## src/rtl/apb_wdt_pkg.sv

```systemverilog
// Shared constants and types for the APB watchdog timer: register offsets,
// reset/unlock values, CTRL bit positions and the write-strobe bundle.
package apb_wdt_pkg;

   localparam logic [11:0] WDT_LOAD   = 12'h000;
   localparam logic [11:0] WDT_VALUE  = 12'h004;
   localparam logic [11:0] WDT_CTRL   = 12'h008;
   localparam logic [11:0] WDT_INTCLR = 12'h00C;
   localparam logic [11:0] WDT_RIS    = 12'h010;
   localparam logic [11:0] WDT_MIS    = 12'h014;
   localparam logic [11:0] WDT_LOCK   = 12'hC00;

   localparam logic [31:0] WDT_LOAD_RST   = 32'hFFFF_FFFF;
   localparam logic [31:0] WDT_UNLOCK_KEY = 32'h1ACC_E551;

   localparam int CTRL_INTEN = 0;
   localparam int CTRL_RESEN = 1;

   // One-cycle commit strobes, already qualified by the lock.
   typedef struct packed {
      logic load;
      logic ctrl;
      logic intclr;
      logic lock;
   } wdt_wr_t;

endpackage

```

## src/rtl/apb_wdt_if.sv

```systemverilog
// APB2-style bus segment between the AHB-to-APB bridge and the watchdog
// (no PREADY/PSLVERR; every transfer is exactly setup + access).
interface apb_wdt_if;

   logic        psel_wdt;
   logic        apb_xx_penable;
   logic        apb_xx_pwrite;
   logic [11:0] apb_xx_paddr;
   logic [31:0] apb_xx_pwdata;
   logic [31:0] prdata_wdt;

   modport master (
      output psel_wdt, apb_xx_penable, apb_xx_pwrite, apb_xx_paddr, apb_xx_pwdata,
      input  prdata_wdt
   );

   modport slave (
      input  psel_wdt, apb_xx_penable, apb_xx_pwrite, apb_xx_paddr, apb_xx_pwdata,
      output prdata_wdt
   );

endinterface

```

## src/rtl/apb_wdt_cnt.sv

```systemverilog
// Watchdog down-counter: reload, expiry/RIS, registered interrupt and the
// sticky reset request raised by an expiry while RIS is still pending.
module apb_wdt_cnt #(
   parameter logic [31:0] LOAD_RST = 32'hFFFF_FFFF
) (
   input  logic        hclk,
   input  logic        hrst_b,
   input  logic        inten,
   input  logic        resen,
   input  logic [31:0] load_val,
   input  logic        load_wr,
   input  logic [31:0] load_data,
   input  logic        intclr,
   input  logic        start,
   output logic [31:0] value,
   output logic        ris,
   output logic        intr,
   output logic        rst_req
);

   logic        expiry;
   logic        rst_hit;
   logic [31:0] value_nxt;

   assign expiry = inten & (value == 32'd0);

   // Clear beats expiry; a LOAD write beats the automatic reload.
   always_comb begin
      // NOTE: default assignment first so no path leaves value_nxt unassigned (no latch).
      value_nxt = value;
      if (intclr)
         value_nxt = load_val;
      else if (load_wr)
         value_nxt = load_data;
      else if (start || expiry)
         value_nxt = load_val;
      else if (inten)
         value_nxt = value - 32'd1;
   end

   // NOTE: non-blocking assignments so every register sees pre-edge values.
   always_ff @(posedge hclk or negedge hrst_b) begin
      if (!hrst_b) begin
         value   <= LOAD_RST;
         ris     <= 1'b0;
         rst_hit <= 1'b0;
         rst_req <= 1'b0;
         intr    <= 1'b0;
      end else begin
         value <= value_nxt;
         if (intclr)
            ris <= 1'b0;
         else if (expiry)
            ris <= 1'b1;
         rst_hit <= expiry & ris & resen & ~intclr;
         if (rst_hit)
            rst_req <= 1'b1;
         intr <= ris & inten;
      end
   end

endmodule

```

## src/rtl/apb_wdt.sv

```systemverilog
// APB watchdog top: register file, write lock and read capture on the setup
// edge; the counting itself lives in apb_wdt_cnt.
module apb_wdt
   import apb_wdt_pkg::*;
#(
   parameter logic [31:0] LOAD_RST   = WDT_LOAD_RST,
   parameter logic [31:0] UNLOCK_KEY = WDT_UNLOCK_KEY
) (
   input  logic      hclk,
   input  logic      hrst_b,
   apb_wdt_if.slave  apb,
   output logic      wdt_intr,
   output logic      wdt_rst_req
);

   logic        setup;
   logic        wr_en;
   logic [11:0] off;
   wdt_wr_t     wr;
   logic [31:0] load_q;
   logic        inten;
   logic        resen;
   logic        locked;
   logic        start;
   logic [31:0] value;
   logic        ris;
   logic [31:0] rdata;

   assign setup = apb.psel_wdt & ~apb.apb_xx_penable;
   assign wr_en = apb.psel_wdt & apb.apb_xx_penable & apb.apb_xx_pwrite;
   assign off   = {apb.apb_xx_paddr[11:2], 2'b00};

   always_comb begin
      wr = '0;
      if (wr_en) begin
         unique case (off)
            WDT_LOAD:   wr.load   = ~locked;
            WDT_CTRL:   wr.ctrl   = ~locked;
            WDT_INTCLR: wr.intclr = ~locked;
            WDT_LOCK:   wr.lock   = 1'b1;
            default:    ;
         endcase
      end
   end

   // Only a 0->1 INTEN transition reloads the counter.
   assign start = wr.ctrl & apb.apb_xx_pwdata[CTRL_INTEN] & ~inten;

   always_ff @(posedge hclk or negedge hrst_b) begin
      if (!hrst_b) begin
         load_q <= LOAD_RST;
         inten  <= 1'b0;
         resen  <= 1'b0;
         locked <= 1'b0;
      end else begin
         if (wr.load)
            load_q <= apb.apb_xx_pwdata;
         if (wr.ctrl) begin
            inten <= apb.apb_xx_pwdata[CTRL_INTEN];
            resen <= apb.apb_xx_pwdata[CTRL_RESEN];
         end
         if (wr.lock)
            locked <= (apb.apb_xx_pwdata != UNLOCK_KEY);
      end
   end

   apb_wdt_cnt #(.LOAD_RST(LOAD_RST)) u_cnt (
      .hclk      (hclk),
      .hrst_b    (hrst_b),
      .inten     (inten),
      .resen     (resen),
      .load_val  (load_q),
      .load_wr   (wr.load),
      .load_data (apb.apb_xx_pwdata),
      .intclr    (wr.intclr),
      .start     (start),
      .value     (value),
      .ris       (ris),
      .intr      (wdt_intr),
      .rst_req   (wdt_rst_req)
   );

   always_comb begin
      rdata = '0;
      unique case (off)
         WDT_LOAD:  rdata = load_q;
         WDT_VALUE: rdata = value;
         WDT_CTRL:  rdata = {30'd0, resen, inten};
         WDT_RIS:   rdata = {31'd0, ris};
         WDT_MIS:   rdata = {31'd0, ris & inten};
         WDT_LOCK:  rdata = {31'd0, locked};
         default:   rdata = '0;
      endcase
   end

   // Captured at the setup edge so data is stable for the whole access cycle.
   always_ff @(posedge hclk or negedge hrst_b) begin
      if (!hrst_b)
         apb.prdata_wdt <= '0;
      else if (setup && !apb.apb_xx_pwrite)
         apb.prdata_wdt <= rdata;
   end

endmodule

```

## src/flat_wrapper.sv

```systemverilog
// flat-port wrapper written by rule: the top's interface ports become plain ports
module apb_wdt_flat import apb_wdt_pkg::*;
#(
   parameter logic [31:0] LOAD_RST   = WDT_LOAD_RST,
   parameter logic [31:0] UNLOCK_KEY = WDT_UNLOCK_KEY
)
  (hclk, hrst_b, wdt_intr, wdt_rst_req, apb_psel_wdt, apb_apb_xx_penable, apb_apb_xx_pwrite, apb_apb_xx_paddr, apb_apb_xx_pwdata, apb_prdata_wdt);
  apb_wdt_if apb_i ();
  input  logic hclk;
  input  logic hrst_b;
  output logic wdt_intr;
  output logic wdt_rst_req;
  input wire logic [$bits(apb_i.psel_wdt)-1:0] apb_psel_wdt;
  input wire logic [$bits(apb_i.apb_xx_penable)-1:0] apb_apb_xx_penable;
  input wire logic [$bits(apb_i.apb_xx_pwrite)-1:0] apb_apb_xx_pwrite;
  input wire logic [$bits(apb_i.apb_xx_paddr)-1:0] apb_apb_xx_paddr;
  input wire logic [$bits(apb_i.apb_xx_pwdata)-1:0] apb_apb_xx_pwdata;
  output wire logic [$bits(apb_i.prdata_wdt)-1:0] apb_prdata_wdt;
  assign apb_i.psel_wdt = apb_psel_wdt;
  assign apb_i.apb_xx_penable = apb_apb_xx_penable;
  assign apb_i.apb_xx_pwrite = apb_apb_xx_pwrite;
  assign apb_i.apb_xx_paddr = apb_apb_xx_paddr;
  assign apb_i.apb_xx_pwdata = apb_apb_xx_pwdata;
  assign apb_prdata_wdt = apb_i.prdata_wdt;
  apb_wdt #(.LOAD_RST(LOAD_RST), .UNLOCK_KEY(UNLOCK_KEY)) u_core (.hclk(hclk), .hrst_b(hrst_b), .apb(apb_i), .wdt_intr(wdt_intr), .wdt_rst_req(wdt_rst_req));
endmodule
```

## config.mk

```make
export PLATFORM = sky130hd
export DESIGN_NAME = apb_wdt_flat
export DESIGN_NICKNAME = d
export VERILOG_FILES = /design/src/rtl/apb_wdt_pkg.sv /design/src/rtl/apb_wdt_if.sv /design/src/rtl/apb_wdt_cnt.sv /design/src/rtl/apb_wdt.sv /design/src/flat_wrapper.sv
export SDC_FILE = /design/constraint.sdc
export NUM_CORES = 1
export LEC_CHECK = 0
export ABC_AREA = 1
export CAP_MARGIN = 20
export CORE_UTILIZATION = 60
export DETAILED_ROUTE_END_ITERATION = 10
export PLACE_DENSITY = 0.92
export SYNTH_ARGS = -nofsm -noshare
export SYNTH_HDL_FRONTEND = slang
export SYNTH_HIERARCHICAL = 1
export SYNTH_SLANG_ARGS = --single-unit
```

## constraint.sdc

```tcl
create_clock -name hclk -period 4.8 [get_ports hclk]
set_input_delay 1.2 -clock hclk [delete_from_list [all_inputs] [get_ports hclk]]
set_output_delay 1.2 -clock hclk [all_outputs]
set_load 0.01 [all_outputs]
```

Yosys cells after proc, flatten, opt, wreduce, memory -nomap -nowiden:

Index checks and enable logic that the tools add are counted.

* register bits after elaboration: 103
* logic and storage cells: 51

* add/sub/neg operators: 1
* multiplexer cells: 12
* reduce and logical (&&, ||, !) cells: 7
* eq/ne operators: 7
* bitwise operators: 14

Operators with widths (number)
* one-hot mux 32 bit (6 select lines): 1
* two-way mux 32 bit: 4
* zero test 32 bit: 1
* inequality test 32 x 29 -> 1 bit, second input constant: 1
* subtractor 32 x 1 -> 32 bit, second input constant: 1
* == test 10 x 2 -> 1 bit, second input constant: 2
* == test 10 x 3 -> 1 bit, second input constant: 2
* zero test 12 bit: 1
* AND 1 bit: 10
* == test 10 x 1 -> 1 bit, second input constant: 1
* == test 10 bit, second input constant: 1
* two-way mux 1 bit: 6
* two-way mux 4 bit: 1
* NOT 1 bit: 4
* nonzero test 4 bit: 1
* nonzero test 2 bit: 1
* logical AND 1 bit: 1
* zero test 1 bit: 1
* logical OR 1 bit: 1

Longest topological paths before layout:

Gate-level depths: netlist (run 1).

* word-level depth: 9
* gate-level depth with buffers: 15

Hierarchy:

The synthesis (run 1) kept the hierarchy.

By module, submodules not included
* apb_wdt: sequential area each 1716.6 um2, cells each 447, area each 3321.9 um2, times used 1
* apb_wdt_cnt: sequential area each 940.9 um2, cells each 537, area each 3233.1 um2, times used 1

Worst setup path after synthesis (run 1):

No wires, ideal clock.

* path kind: input -> register
* start point: input apb_apb_xx_paddr[9]
* end point: register u_core.u_cnt.value[21]
* data arrival time: 3.149 ns
* setup time: 0.076 ns
* path slack: 1.575 ns
* stages: 15
* buffers on the path: 3
* required time: 4.724 ns
* cells stage by stage: nor2_2 -> nand2_4 -> nor2_8 -> nand3_4 -> inv_2 -> buf_4 -> buf_4 -> clkinv_1 -> nor2_1 -> clkinv_1 -> buf_2 -> o22ai_1 -> inv_1 -> nand3_1 -> nand2_1

RTL lines
* from (decl): line flat_wrapper.sv:16 `input wire logic [$bits(apb_i.apb_xx_paddr)-1:0] apb_apb_xx_paddr;`
* to (signal assigned): line apb_wdt_cnt.sv:50 `value <= value_nxt;`
* to (decl): line apb_wdt_cnt.sv:15 `output logic [31:0] value,`

Final worst setup path (run 1):

* start point: input apb_apb_xx_paddr[5]
* end point: register u_core.u_cnt.value[24]

* longest elaborated chain between the ends: 9
* elaborated cells between the ends (all ways): 14
* those cells by class: eq/ne (2); mux (7); bitwise (2); reduce/logical (3)

RTL lines
* == test 10 x 2 -> 1 bit (*): line apb_wdt.sv:36 `unique case (off)`
* two-way mux 1 bit (*): line apb_wdt.sv:36
* two-way mux 4 bit (*): line apb_wdt.sv:35 `if (wr_en) begin`
* AND 1 bit (*) (2 in series): line apb_wdt.sv:47 `assign start = wr.ctrl & apb.apb_xx_pwdata[CTRL_INTEN] & ~inten;`
* named net u_core.start: line apb_wdt.sv:24 `logic start;`
* logical OR 1 bit (*): line apb_wdt_cnt.sv:35 `else if (start || expiry)`
* two-way mux 32 bit: line apb_wdt_cnt.sv:35
* two-way mux 32 bit: line apb_wdt_cnt.sv:33 `else if (load_wr)`
* two-way mux 32 bit: line apb_wdt_cnt.sv:31 `if (intclr)`

The timed path passes the listed nets; every way through them passes the cells marked *.
A chain may end at the register's enable or synchronous reset.

==> results of run 1 <==
-- routing by layer --
layer | part of all wire, % | vias to the layer above | wire length (um) | global-route usage, %
met5 | 0 | - | 0 | 0
met4 | 3.2 | 0 | 585 | 14.58
met3 | 8.9 | 52 | 1624 | 6.744
met2 | 47 | 340 | 8575 | 54.82
met1 | 41 | 3064 | 7364 | 45.16
li1 | - | 3191 | - | -
-- synth_stat cells (9+ instances only) --
master,count,area [um^2]
o21ai_1,24,120.1
clkbuf_1,12,45.04
nor2_1,84,315.3
buf_2,12,60.06
a21oi_1,18,90.09
nand2_1,451,1693
nand3_1,64,320.3
dfrtp_1,39,975.9
o22ai_1,17,106.4
o21ai_0,21,105.1
nand4_1,12,75.07
dfstp_2,64,1682
nor3_1,9,45.04
inv_1,86,322.8
xor2_1,9,78.83
-- path summary, 6_finish.rpt --
check	end	startpoint	slack, ns
max reg2reg	u_core/u_cnt/value[24]$_DFFE_PN1P_	u_core/u_cnt/value[0]$_DFFE_PN1P_	1.58
min	u_core/apb.prdata_wdt[17]$_DFFE_PN0P_	u_core/apb.prdata_wdt[17]$_DFFE_PN0P_	0.49
max	u_core/u_cnt/value[24]$_DFFE_PN1P_	apb_apb_xx_paddr[5]	1.02
min in group asynchronous	u_core/apb.prdata_wdt[14]$_DFFE_PN0P_	hrst_b	0.93
min reg2reg	u_core/apb.prdata_wdt[17]$_DFFE_PN0P_	u_core/apb.prdata_wdt[17]$_DFFE_PN0P_	0.49
max in group asynchronous	u_core/u_cnt/value[22]$_DFFE_PN1P_	hrst_b	2.83
-- power by group --
group | internal (mW) | total (mW) | switching (mW)
registers | 0.898 | 0.923 | 0.0250
clock network | 0.300 | 0.633 | 0.334
logic | 0.0682 | 0.158 | 0.0898
-- layout by cell type (no fill, tap or decap), types with 3 or more instances in the layout --
master             n
nand2_1          451
inv_1             86
nor2_1            84
clkdlybuf4s50_1   79
nand3_1           64
dfstp_2           64
dfrtp_1           39
o21ai_1           24
o21ai_0           21
a21oi_1           18
o22ai_1           17
buf_4             14
nand4_1           12
clkbuf_8           9
xor2_1             9
nor3_1             8
xnor2_1            8
nor2_2             6
inv_2              4
nor2_4             4
nand2_4            3
or2_2              3
a22oi_1            3
-- cell type report --
type | count | area [um^2] | share of cell area [%]
clock buffer | 9 | 123.9 | 1.625
clock inverter | 7 | 103.9 | 1.362
multi-input combinational | 750 | 3323 | 43.58
tap | 136 | 170.2 | 2.232
inverter | 93 | 350.3 | 4.595
timing repair buffer | 93 | 895.9 | 11.75
sequential | 103 | 2658 | 34.85
-- cell families (layout without fill, tap and decap cells) --
logic type	after synthesis	count (layout)
AND/OR/NAND/NOR	647	647
buffers and inverters	131	202
flip-flops	103	103
AO/OA/AOI/OAI	85	85
XOR/XNOR	17	17
adder cells (fa/ha/maj)	1	1
-- worst reg2reg max path, delay by kind of cell (launching register included) --
kind                       cells  cell delay, ns
buffers and inverters          2            0.68
DFF                            1            0.57
adders and majority gates      1            0.29
and+or+nand+nor                9            1.61
-- per-stage QoR --
stage	util, %	std cells
6_report	72.88	1191
5_1_grt	72.88	1191
4_1_cts	72.88	1191
3_5_place_dp	70.70	1175
3_3_place_gp	70.70	1175
2_1_floorplan	-	984
==> metrics.txt, run 1 <==
outcome complete, no violations; crit start category input port; Async SR Flop Fraction between 90% and 100%; Synth Area in Simple Gates approximately 41%; CP Cell Sequence clkdlybuf4s50_1 > nor2_4 > nand2_4 > nor2_8 > nand3_1 > nor3_1 > nor2_4 > nand3_4 > inv_2 > nor2_1 > nand2_1 > nand2_1; peak supply drop between 200 and 250 uV; Post-synth EDFFs 0; Setup CP Type in -> reg; initial antenna violation count 0; setup slack after layout slightly above 1 ns; # resized after CTS 0; Routed WL ~18 mm; DRT Pass-1 Iters 6; PwrDens approximately 220 mW/mm^2; Yosys Warn Count 6; area delta synth->final 16.32%; vias in the first global route 6,401; number of cells on the critical path 12; IO buf count 80; slowest stage delay, CP approximately 0.58 ns; Overall Power 1.714 mW; fill cell count about 850; Min-Delay Path Class reg -> reg; fmax ~0.26 GHz; final design area excluding fillers between 0.007 and 0.008 mm^2; Pins Over Slew Limit 0; Crit. End Element flip-flop; fin crit share between 70% and 80%; Regs by FF count u_core/apb.prdata_wdt (32), u_core/load_q (32), u_core/u_cnt/value (32); Synth Area in Adders less than 1%; cts hold-fix bufs 0; Skew-Pair Late Insertion Delay 0.40 ns; Worst-Margin Slew just under 1 ns; syn_nets around 1,000; I/O pin count between 80 and 90; nets roughly 1,100; hold slack 0.4861 ns; RSZ-0062 raised after global routing no; Cell Rows 37; Final Setup Violations 0; DP Worst Slack a little over 0.7 ns; syn_area_per_cell about 6.7 um^2; Post-Syn Area around 0.0066 mm^2; Leakage between 3 and 4 nW; Avg WL per Cell 15.24 um; RD Place Congestion 0.9432; Worst Path Required between 5 and 6 ns; Fin Clk Skew roughly 0.013 ns; Yosys cell types 38; slowest CP cell inv_2; H-tree Lvls 3; FF-to-FF path depth 12; placed inst area 0.007397 mm^2; Reg clk slew, reported paths approximately 0.11 ns; combinational family with the most area after synthesis simple AND/OR/NAND/NOR gates; Main synth FF type dfstp_2; # clock sinks roughly 100; Max-slew headroom between 30% and 40%; Post-CTS Setup Bufs 0; Final Hold Fails 0; cts bufs inserted 9; setup TNS 0 ns; layout cell share with drive strength beyond 1 a little under an eighth; first-pass GRT wire length 30.50 mm; worst hold stages 2; Cells after Synth slightly below 1,000; post-synthesis compound-gate area fraction roughly 7.0%; Top delay family on crit path simple AND/OR/NAND/NOR gates; # DRC 0; Critical Path AT approximately 4.1 ns; Initial Util around 63%; Max-Cap Viols 0; Seq cells post-synth ~100; clock root cell clkbuf_8; initial drt markers just over 600; gr ovfl total 0; DIE WIDTH between 100 and 150 um; vias per cell about 5.6; Core ar. about 0.010 mm^2; CTS tree built; crit path time final 3.783 ns; GRT Resource Usage Total 34.20%; XOR/XNOR Fraction of Synth Area around 2.3%; largest net degree at the start of global routing between 70 and 80; via count about 6,600; detailed placer's ending HPWL 11.97 mm; Buffers & Inverters on Critical Path 2; multiplexer share of the synthesized area 0%; Clock Path Buffers 2; DRT antenna net count 0; die area around 0.011 mm^2; antenna fix cells 0; CP Max Fanout 29; sequential share of the synthesized area between 40% and 50%; Die Y between 100 and 150 um
Note: power is estimated with default switching activity, not from simulation.
==> run 2, diff against run 1 <==
--- a/config.mk
+++ b/config.mk
@@ -7,9 +7,9 @@
 export LEC_CHECK = 0
 export ABC_AREA = 1
 export CAP_MARGIN = 20
-export CORE_UTILIZATION = 60
+export CORE_UTILIZATION = 51
 export DETAILED_ROUTE_END_ITERATION = 10
-export PLACE_DENSITY = 0.92
+export PLACE_DENSITY = 0.84
 export SYNTH_ARGS = -nofsm -noshare
 export SYNTH_HDL_FRONTEND = slang
 export SYNTH_HIERARCHICAL = 1
==> constraint.sdc (replaced) <==
create_clock -name hclk -period 3.4 [get_ports hclk]
set_input_delay 0.85 -clock hclk [delete_from_list [all_inputs] [get_ports hclk]]
set_output_delay 0.85 -clock hclk [all_outputs]
set_load 0.01 [all_outputs]
==> run 2 against run 1 <==
Compared with the run above: count of clock-buffer cells in the layout up 3; worst hold slack got worse by 0.033 ns; clock power rose by 88%; sequential share of layout area fell by 1.1 points; combinational power grew 42%; critical path depth stayed put; sequential power grew 41%; critical endpoint is now u_core/u_cnt/value[13]$_DFFE_PN1P_; largest cell class unchanged; highest routed layer unchanged.
==> metrics.txt, run 2 (synthesized netlist as in run 1, its figures left out) <==
PwrDens roughly 350 mW/mm^2; outcome complete, no violations; nets approximately 1,100; I/O pin count 83; Max-Cap Viols 0; Overall Power approximately 2.7 mW; Min-Delay Path Class reg -> reg; DRT Pass-1 Iters 6; DIE WIDTH 115.4 um; initial drt markers around 600; detailed placer's ending HPWL 12.15 mm; antenna fix cells 0; IO buf count 80; commonest non-fill, non-tap cell in the layout nand2_1; crit path time final 3.108 ns; layout cell share with drive strength beyond 1 11.98%; Final Setup Violations 0; Initial Util around 52%; Worst-Margin Slew 0.5940 ns; Max-slew headroom 60.40%; Die Y approximately 120 um; RD Place Congestion a little over 0.9; Pins Over Slew Limit 0; Final Hold Fails 0; slowest CP cell clkdlybuf4s50_1; multi-input logic area between 0.003 and 0.004 mm^2; fin crit share 91.42%; slowest stage delay, CP 0.48 ns; area delta synth->final 19.95%; CTS tree built; fill cell count about 1,100; via count 6,476; DRT antenna net count 0; # clock sinks about 100; Worst Path Required ~3.7 ns; largest net degree at the start of global routing 60; Cell Rows 41; CP Cell Sequence clkdlybuf4s50_1 > nand3_1 > nor2_1 > nand3_4 > inv_2 > clkinv_1 > nor2_1 > clkinvlp_4 > o22ai_1 > inv_1 > nand3_1 > o21ai_0; min-delay src u_core/u_cnt/rst_hit$_DFF_PN0_; H-tree Lvls 3; Reg-to-Reg Start u_core/u_cnt/value[0]$_DFFE_PN1P_; first-pass GRT wire length roughly 30 mm; crit path from apb_apb_xx_penable; CP Max Fanout 17; crit start category input port; Fin Clk Skew 0.01078 ns; Reg area around 0.0027 mm^2; Clock Path Buffers 2; vias in the first global route ~6,300; Non-Filler Instances approximately 1,200; Reg clk slew, reported paths approximately 0.07 ns; GRT Resource Usage Total between 20 and 30%; Crit. End Element flip-flop; Skew-Pair Late Insertion Delay between 0.3 and 0.4 ns; Critical Path AT about 3.4 ns; Setup CP Type in -> reg; RSZ-0062 raised after global routing no; Routed WL 17.59 mm; vias per cell between 5 and 6; most frequent cells in the layout 451 x nand2_1, 86 x inv_1, 84 x nor2_1; Avg WL per Cell 14.28 um; Placed Cells approximately 1,200; gr ovfl total 0; fin util a little over three fifths; # DRC 0; Core ar. approximately 0.013 mm^2; die area between 0.01 and 0.015 mm^2; Regs by FF count u_core/apb.prdata_wdt (32), u_core/load_q (32), u_core/u_cnt/value (32); Leakage 3.985 nW; clock root cell clkbuf_16; cts hold-fix bufs 0; fmax around 0.32 GHz; cts bufs inserted 9; initial antenna violation count 0; peak supply drop 242.7 uV
[run 2: cell count changes in the layout (fill, tap and decap cells not counted)]
cell	delta
clkbuf_16	+9
clkbuf_8	-8
buf_12	+3
buf_4	+2
clkbuf_1	+2
bufinv_16	+1
clkinv_1	-1
clkinv_2	+1
clkinv_4	-1
clkinvlp_4	-1
inv_6	-1
inv_8	-1
[run 2: worst max-delay path, delay by kind of cell]
kind | cells | cell delay (ns)
buffers and inverters | 5 | 1.18
AOI/OAI and AO/OA | 2 | 0.34
and+or+nand+nor | 5 | 1.00
[run 2: layer usage]
layer	share of wire, %	track usage [%]	wire, um
met1	43	36.04	7549
met2	47	47.11	8225
met3	7.1	6.589	1243
met4	3.2	11.95	571
met5	0	0	0
[run 2: timing repair]
| action | in CTS | in global routing |
|---|---|---|
| endpoints found under the setup margin | 0 | 7 |
| resized for setup | 0 | 1 |
| buffers inserted | 0 | 0 |
[run 2: final cells by class]
| cell class | instances | share of cell area (%) |
|---|---|---|
| Clock buffer | 12 | 3.135 |
| Clock inverter | 4 | 1.209 |
| Inverter | 93 | 4.504 |
| Multi-Input combinational cell | 750 | 42.27 |
| Sequential cell | 103 | 33.80 |
| Tap cell | 172 | 2.737 |
| Timing Repair Buffer | 98 | 12.35 |
[run 2: final timing paths]
path	endpoint	slack, ns	cells after the start
worst max-delay path	u_core/u_cnt/value[13]$_DFFE_PN1P_	0.29	12
worst min-delay path	u_core/u_cnt/rst_req$_DFFE_PN0P_	0.45	1
worst max register to register	u_core/u_cnt/value[19]$_DFFE_PN1P_	0.86	12
worst min register to register	u_core/u_cnt/rst_req$_DFFE_PN0P_	0.45	1
max in group asynchronous	u_core/u_cnt/value[2]$_DFFE_PN1P_	2.15	2
min in group asynchronous	u_core/apb.prdata_wdt[11]$_DFFE_PN0P_	0.49	1
[run 2: report_power, final]
group | internal, mW | switching, mW
Sequential | 1.27 | 0.0344
Clock | 0.739 | 0.453
Combinational | 0.0990 | 0.126
Total | 2.11 | 0.613
[run 2: per-stage QoR]
stage	worst slack [ns]	instance area [um^2]	hold slack [ns]	TNS [ns]
floorplan	0.5251	6555	0.4103	0
global placement	0.004918	7517	0.4288	0
detailed placement	-0.07609	7517	0.4305	-0.7817
CTS	0.2734	7859	0.4548	0
global route	0.07706	7863	0.4568	0
finish	0.2919	7863	0.4534	0
==> run 3, diff against run 2 <==
--- a/config.mk
+++ b/config.mk
@@ -7,9 +7,9 @@
 export LEC_CHECK = 0
 export ABC_AREA = 1
 export CAP_MARGIN = 20
-export CORE_UTILIZATION = 51
+export CORE_UTILIZATION = 45
 export DETAILED_ROUTE_END_ITERATION = 10
-export PLACE_DENSITY = 0.84
+export PLACE_DENSITY = 0.77
 export SYNTH_ARGS = -nofsm -noshare
 export SYNTH_HDL_FRONTEND = slang
 export SYNTH_HIERARCHICAL = 1
==> run 3 against run 2 <==
Compared with the run above: register-to-register slack improved by 0.21 ns; fmax grew 10%; critical path type unchanged; combinational power hardly changed; clock power fell by 19%.
==> metrics.txt, run 3 (synthesized netlist as in run 1, its figures left out) <==
nets 1,110; initial antenna violation count 0; crit start category input port; detailed placer's ending HPWL around 13 mm; fmax about 0.36 GHz; Pins Over Slew Limit 0; GRT Resource Usage Total 25.03%; Routed WL approximately 17 mm; RSZ-0062 raised after global routing no; Cell Rows 43; layout cell share with drive strength beyond 1 between 10 and 15%; Fin Clk Skew between 0.01 and 0.015 ns; Worst-Margin Slew approximately 0.54 ns; # resized after CTS 0; CP Cell Sequence clkdlybuf4s50_1 > nand3_1 > nor2_1 > nand3_1 > nor3_1 > buf_4 > nor2_4 > nand3_4 > inv_2 > nor2_1 > nand2_1 > nand2_1; Overall Power 2.496 mW; peak supply drop 228.8 uV; CP Max Fanout 29; cts bufs inserted 9; Avg WL per Cell around 14 um; Non-Filler Instances approximately 1,200; DRT Pass-1 Iters 8; cts hold-fix bufs 0; Final Hold Fails 0; H-tree Lvls 3; vias per cell 5.080; Regs by FF count u_core/apb.prdata_wdt (32), u_core/load_q (32), u_core/u_cnt/value (32); Clock Path Buffers 2; outcome complete, no violations; Core ar. ~0.014 mm^2; # clock sinks just over 100; Leakage around 4 nW; fin util between 50% and 60%; # DRC 0; slowest stage delay, CP between 0.4 and 0.5 ns; initial drt markers 550; vias in the first global route about 5,900; Post-CTS Setup Bufs 0; DRT antenna net count 0; I/O pin count a little over 80; die area around 0.015 mm^2; crit path time final between 2 and 3 ns; clock root cell clkbuf_16; Final Setup Violations 0; setup TNS 0 ns; Min-Delay Path Class in -> async; gr ovfl total 0; RD Place Congestion roughly 0.94; slowest CP cell clkdlybuf4s50_1; area delta synth->final 19.91%; Die Y between 100 and 150 um; Setup CP Type in -> reg; PwrDens roughly 320 mW/mm^2; first-pass GRT wire length between 20 and 30 mm; Max-slew headroom 63.82%; Initial Util 46.68%; Top delay family on crit path simple AND/OR/NAND/NOR gates; CTS tree built; most frequent cells in the layout 451 x nand2_1, 86 x inv_1, 84 x nor2_1; Worst Path Required between 3 and 4 ns; Reg clk slew, reported paths about 0.07 ns; largest net degree at the start of global routing 53; Placed Cells ~1,200; Max-Cap Viols 0; Skew-Pair Late Insertion Delay between 0.3 and 0.4 ns; IO buf count 80; Critical Path AT 3.11 ns; Crit. End Element flip-flop; antenna fix cells 0; commonest non-fill, non-tap cell in the layout nand2_1; via count 6,325; Buffers & Inverters on Critical Path 3; fin crit share 82.78%; DIE WIDTH ~120 um
run 3: cell types whose count changed in the layout (fill, tap and decap cells not counted), sizes merged:
cell | previous run | this run
bufinv | 3 | 0
buf | 19 | 24
clkinv | 3 | 4
clkbuf | 12 | 14
run 3: area by class of cell:
| type | count | area [um^2] |
|---|---|---|
| Clock inverter | 2 | 16.27 |
| Fill cell | 1364 | 6182 |
| Timing Repair Buffer | 103 | 1033 |
| Sequential cell | 103 | 2658 |
| Clock buffer | 14 | 254.0 |
| Inverter | 93 | 350.3 |
| Multi-Input combinational cell | 750 | 3323 |
| Tap cell | 180 | 225.2 |
run 3: per-layer routing:
layer	global-route usage (%)	vias up	wire length, um
met5	0	-	0
met2	40.77	199	8124
met1	33.22	2896	7967
met3	4.647	23	1071
met4	8.689	0	301
li1	-	3207	-
run 3: power breakdown:
part	switching, mW	internal (mW)
sequential	0.0345	1.27
combinational	0.125	0.0992
clock	0.450	0.519
total	0.609	1.89
run 3: worst reg2reg max path, stage by stage (launching register included):
cell,delay (ns)
dfstp_2,0.55
inv_1,0.09
ha_1,0.30
nand2_2,0.13
nor2_4,0.07
nand3_2,0.12
nor2_4,0.07
nor2_4,0.11
nand3_4,0.15
inv_2,0.45
nor2_1,0.09
nand2_1,0.07
nand2_1,0.06
run 3: path summary, 6_finish.rpt:
| path | from | to | slack [ns] | cells past startpoint |
|---|---|---|---|---|
| max in group asynchronous | hrst_b | u_core/load_q[21]$_DFFE_PN1P_ | 2.30 | 2 |
| min in group hclk | u_core/u_cnt/rst_hit$_DFF_PN0_ | u_core/u_cnt/rst_req$_DFFE_PN0P_ | 0.44 | 1 |
| setup / recovery | apb_psel_wdt | u_core/u_cnt/value[20]$_DFFE_PN1P_ | 0.59 | 12 |
| hold reg to reg | u_core/u_cnt/rst_hit$_DFF_PN0_ | u_core/u_cnt/rst_req$_DFFE_PN0P_ | 0.44 | 1 |
| hold / removal | hrst_b | u_core/apb.prdata_wdt[11]$_DFFE_PN0P_ | 0.41 | 1 |
| setup reg to reg | u_core/u_cnt/value[0]$_DFFE_PN1P_ | u_core/u_cnt/value[20]$_DFFE_PN1P_ | 1.07 | 12 |
run 3: through the flow:
stage | hold slack, ns | setup slack, ns | cell area (um^2)
finish | 0.4055 | 0.5854 | 7860
CTS | 0.4079 | 0.5978 | 7860
floorplan | 0.4103 | 0.5251 | 6555
global route | 0.4240 | 0.3830 | 7860
global placement | 0.4290 | 0.2806 | 7590
detailed placement | 0.4167 | 0.2305 | 7590
